--- src/rtl/f_sweep_ctrl.sv ---
// Truth-table sweep controller: drives {a,b,c} through 0..7 with a settle cycle, captures s per vector.
// Optional golden compare (g = a & ~(b & c)) enabled by defining F_SWEEP_CHECK_EN.
module f_sweep_ctrl (
  input  logic       clk,
  input  logic       rst,
  input  logic       start,
  input  logic       hold,
  input  logic       s,
  output logic       a,
  output logic       b,
  output logic       c,
  output logic       busy,
  output logic       done,
  output logic [7:0] truth_table,
  output logic       mismatch,
  output logic [3:0] err_count
);

  localparam int unsigned IDX_W = 3;

  localparam logic [1:0] IDLE   = 2'd0;
  localparam logic [1:0] DRIVE  = 2'd1;
  localparam logic [1:0] SAMPLE = 2'd2;
  localparam logic [1:0] DONE   = 2'd3;

  logic [1:0]       state, state_d;
  logic [IDX_W-1:0] idx, idx_d;
  logic [7:0]       table_d;
  logic             busy_d;
  logic             capture_c;

  // Next-state: hold freezes DRIVE/SAMPLE by leaving every default untouched
  always_comb begin
    state_d   = state;
    idx_d     = idx;
    table_d   = truth_table;
    capture_c = 1'b0;
    case (state)
      IDLE: begin
        if (start) begin
          state_d = DRIVE;
          idx_d   = '0;
          table_d = 8'h00;
        end
      end
      DRIVE: begin
        if (!hold) state_d = SAMPLE;
      end
      SAMPLE: begin
        if (!hold) begin
          capture_c    = 1'b1;
          table_d[idx] = s;
          if (idx == IDX_W'(7)) begin
            state_d = DONE;
          end else begin
            idx_d   = idx + IDX_W'(1);
            state_d = DRIVE;
          end
        end
      end
      DONE:    state_d = IDLE;
      default: state_d = IDLE;
    endcase
  end

  assign busy_d = (state_d == DRIVE) || (state_d == SAMPLE);

  // State and registered outputs, all decoded from the next state
  always_ff @(posedge clk or posedge rst) begin
    if (rst) begin
      state       <= IDLE;
      idx         <= '0;
      truth_table <= 8'h00;
      busy        <= 1'b0;
      done        <= 1'b0;
      {a, b, c}   <= 3'b000;
    end else begin
      state       <= state_d;
      idx         <= idx_d;
      truth_table <= table_d;
      busy        <= busy_d;
      done        <= (state_d == DONE);
      {a, b, c}   <= busy_d ? idx_d : 3'b000;
    end
  end

`ifdef F_SWEEP_CHECK_EN
  logic       golden_c;
  logic       mismatch_q;
  logic [3:0] err_q;

  assign golden_c = a & ~(b & c);

  // Sticky mismatch flag and saturating error counter, cleared on sweep start
  always_ff @(posedge clk or posedge rst) begin
    if (rst) begin
      mismatch_q <= 1'b0;
      err_q      <= 4'h0;
    end else if ((state == IDLE) && start) begin
      mismatch_q <= 1'b0;
      err_q      <= 4'h0;
    end else if (capture_c && (s != golden_c)) begin
      mismatch_q <= 1'b1;
      if (err_q != 4'hF) err_q <= err_q + 4'h1;
    end
  end

  assign mismatch  = mismatch_q;
  assign err_count = err_q;
`else
  assign mismatch  = 1'b0;
  assign err_count = 4'h0;
`endif

endmodule

--- config.mk ---
export PLATFORM = sky130hd
export DESIGN_NAME = f_sweep_ctrl
export DESIGN_NICKNAME = d
export VERILOG_FILES = /design/src/rtl/f_sweep_ctrl.sv
export SDC_FILE = /design/constraint.sdc
export NUM_CORES = 1
export LEC_CHECK = 0
export ABC_AREA = 1
export CORE_ASPECT_RATIO = 1.25
export CORE_MARGIN = 2
export CORE_UTILIZATION = 43
export CTS_BUF_LIST = sky130_fd_sc_hd__clkbuf_8 sky130_fd_sc_hd__clkbuf_16
export DETAILED_ROUTE_END_ITERATION = 10
export GPL_ROUTABILITY_DRIVEN = 0
export PLACE_DENSITY_LB_ADDON = 0.15
export REMOVE_ABC_BUFFERS = 1
export SLEW_MARGIN = 20
export SYNTH_ARGS = -nofsm -noshare
export SYNTH_HDL_FRONTEND = slang
export SYNTH_SLANG_ARGS = --single-unit
--- constraint.sdc ---
create_clock -name clk -period 1.6 [get_ports clk]
set_clock_uncertainty 0.15 [all_clocks]
set_input_delay 0.32 -clock clk [delete_from_list [all_inputs] [get_ports clk]]
set_output_delay 0.32 -clock clk [all_outputs]
set_load 0.005 [all_outputs]
==> impl_results.md <==
* CTS root buf: clkbuf_8
* Port-buffer cells at 17
* H-tree levels at 1
* PwrDens at 1450 nW/µm²
* Worst EP arrival at 1.10 ns
* Max-slew violation count at 0
* DRT antenna net count at 0
* Finished Cell Area at 1360 µm²
* GRT Total Usage at 17.2%
* Worst path slowest cell: clkdlybuf4s50_1
* Critical path endpoint category: primary output
* Post-Synthesis Cells at 114
* VDD IR max at 1050 µV
* Cell Area, Synth at 962 µm²
* Syn. warnings at 0
* Num CTS Buffers at 3
* Syn-to-layout area delta at 41.6%
* CP startpoint kind: register
* Post-DR vias/cell at 4.58
* Die ar. at 2630 µm²
* Post-Route WL at 1890 µm
* Worst Path Max Fanout at 2
* Commonest cells after routing, fill and taps aside: nand2_1 (41), dfrtp_1 (18), buf_4 (16)
* Die width at 46.3 µm
* Clk sink count at 18
* Critical path class: register to primary output
* CTS hold repair buffers at 0
* Crit path cell chain: clkdlybuf4s50_1
* Worst Setup SP: truth_table[0]$_DFFE_PP0P_
* TritonCTS clock tree: yes
* Commonest non-fill, non-tap cell in the layout: nand2_1
* F_max at 637 MHz
* Largest net degree at the start of global routing at 19
* Min-delay worst type: input port to async pin
* GR Overflow Total at 0
* Die H at 56.9 µm
* Inserted Diodes at 0
* Core Region at 2160 µm²
* Total vias in the final route at 811
* Status: finished, final reports clean
* Post-DP Area at 1210 µm²
* Proportion of layout cells with a drive suffix above 1 at 28.8%
* Initial DRC count at 16
* Max Cap Violations at 0
* WP data required at 1.13 ns
* Final min period at 1.57 ns
* # DRC at 0
* Final hold vios at 0
* Routed wire per std cell at 10.7 µm
* Crit path buffers/inverters at 1
* Leakage at 0.809 nW
* Layout Nets at 154
* # setup viols final at 0
* Crit-path leading delay family: buffers and inverters
* Setup TNS at 0 ns
* Core Rows at 19
* Vias in the first global route at 798
* Worst-skew pair later-pin latency at 0.26 ns
* DRT Pass-1 Iters at 4
* Initial Util at 44.5%
* First-pass GRT wire length at 3270 µm
* Largest stage delay, worst path at 0.50 ns
* Synth Area per Inst at 8.44 µm²
* # IOs at 23
* Clock transition at the registers of the reported paths at 0.07 ns
* Period utilisation layout at 98.1%
* Clk buf depth at 2
* Sequential share of the synthesized area at 46.8%
* Number of synthesized register bits at 18
* Start of the worst register-to-register path: state[0]$_DFF_PP0_
* Netlist cell types at 22
* HPWL after detailed placement at 1390 µm
* Initial antenna violation count at 0
layer usage:
metal | global-route usage [%] | part of all wire, %
met1 | 21.8 | 43
met5 | 0 | 0
met3 | 5.47 | 4.2
met4 | 6.94 | 1.9
met2 | 26.4 | 50
path summary, 6_finish.rpt:
| check | to | slack [ns] | cells after the start |
|---|---|---|---|
| min reg2reg | truth_table[4]$_DFFE_PP0P_ | 0.31 | 2 |
| min | idx[1]$_DFF_PP0_ | 0.23 | 3 |
| max reg2reg | a$_DFF_PP0_ | 0.10 | 7 |
| max in group asynchronous | c$_DFF_PP0_ | 0.87 | 3 |
| min in group clk | truth_table[4]$_DFFE_PP0P_ | 0.31 | 2 |
| max | truth_table[0] | 0.03 | 1 |
flip-flops by register name, summed over array words and instances, names as in the netlist:
name         flops
b                1
c                1
done             1
truth_table      8
busy             1
a                1
idx              3
state            2
through the flow:
| stage | worst slack (ns) | power (mW) | util, % | std cells | hold WS, ns |
|---|---|---|---|---|---|
| final | 0.0310 | 1.98 | 63.0 | 177 | 0.231 |
| after global routing | -0.00243 | 2.15 | 63.0 | 177 | 0.279 |
| after CTS | 0.00875 | 1.91 | 59.5 | 173 | 0.245 |
| after detailed placement | -0.367 | 1.48 | 56.0 | 169 | 0.308 |
| after global placement | -0.330 | 1.46 | 56.0 | 169 | 0.304 |
| after floorplan | -0.211 | 1.14 | - | 109 | 0.109 |
final cells by class:
class,count,area [µm²]
clock buffer,4,55.1
fill,196,801
inverter,9,36.3
multi-input combinational,82,473
sequential,18,450
tap,31,38.8
timing repair buffer,33,309
report_power, final:
part	leakage [nW]	total, mW	internal (mW)	switching, mW
Clock	0.0288	0.371	0.219	0.152
Combinational	0.537	0.990	0.446	0.544
Sequential	0.243	0.618	0.558	0.0600
Total	0.809	1.98	1.22	0.756
Yosys cell counts:
| cell type | number | area, µm² |
|---|---|---|
| nand2_1 | 45 | 169 |
| dfrtp_1 | 18 | 450 |
| nand3_1 | 9 | 45.0 |
| nand4_1 | 8 | 50.1 |
| buf_4 | 5 | 37.5 |
| inv_2 | 5 | 18.8 |
| inv_1 | 4 | 15.0 |
| buf_2 | 3 | 15.0 |
| o21ai_0 | 3 | 15.0 |
| ha_1 | 2 | 25.0 |
| a21boi_4 | 1 | 18.8 |
| a21oi_1 | 1 | 5.00 |
| a21oi_2 | 1 | 8.76 |
| buf_6 | 1 | 11.3 |
| conb_1 | 1 | 3.75 |
| nand2_2 | 1 | 6.26 |
| nand3_4 | 1 | 17.5 |
| nand4_4 | 1 | 21.3 |
| nor2_1 | 1 | 3.75 |
| nor2_2 | 1 | 6.26 |
| nor2_4 | 1 | 11.3 |
| o21bai_1 | 1 | 7.51 |
timing repair:
action	CTS	global route
hold endpoints to repair	0	0
endpoints found under the setup margin	3	12
resized for setup	7	14
pin swaps	3	1
setup buffers	0	4
worst register-to-register path: cells and delay by family, from the launching register on:
kind | cells | cell delay, ns
buffers and inverters | 2 | 0.16
adder cells (fa/ha/maj) | 1 | 0.23
flip-flops | 1 | 0.41
AND/OR/NAND/NOR | 1 | 0.08
AO/OA/AOI/OAI | 3 | 0.34
kinds of logic after synthesis:
kind of cell | count (synthesis) | share of synthesized area (%)
simple gates | 68 | 34.3
buf+inv | 18 | 10.1
flops | 18 | 46.8
compound gates | 7 | 5.72
fa+ha+maj | 2 | 2.60
other cells | 1 | 0.390
Power figures use the tool's default switching activity.
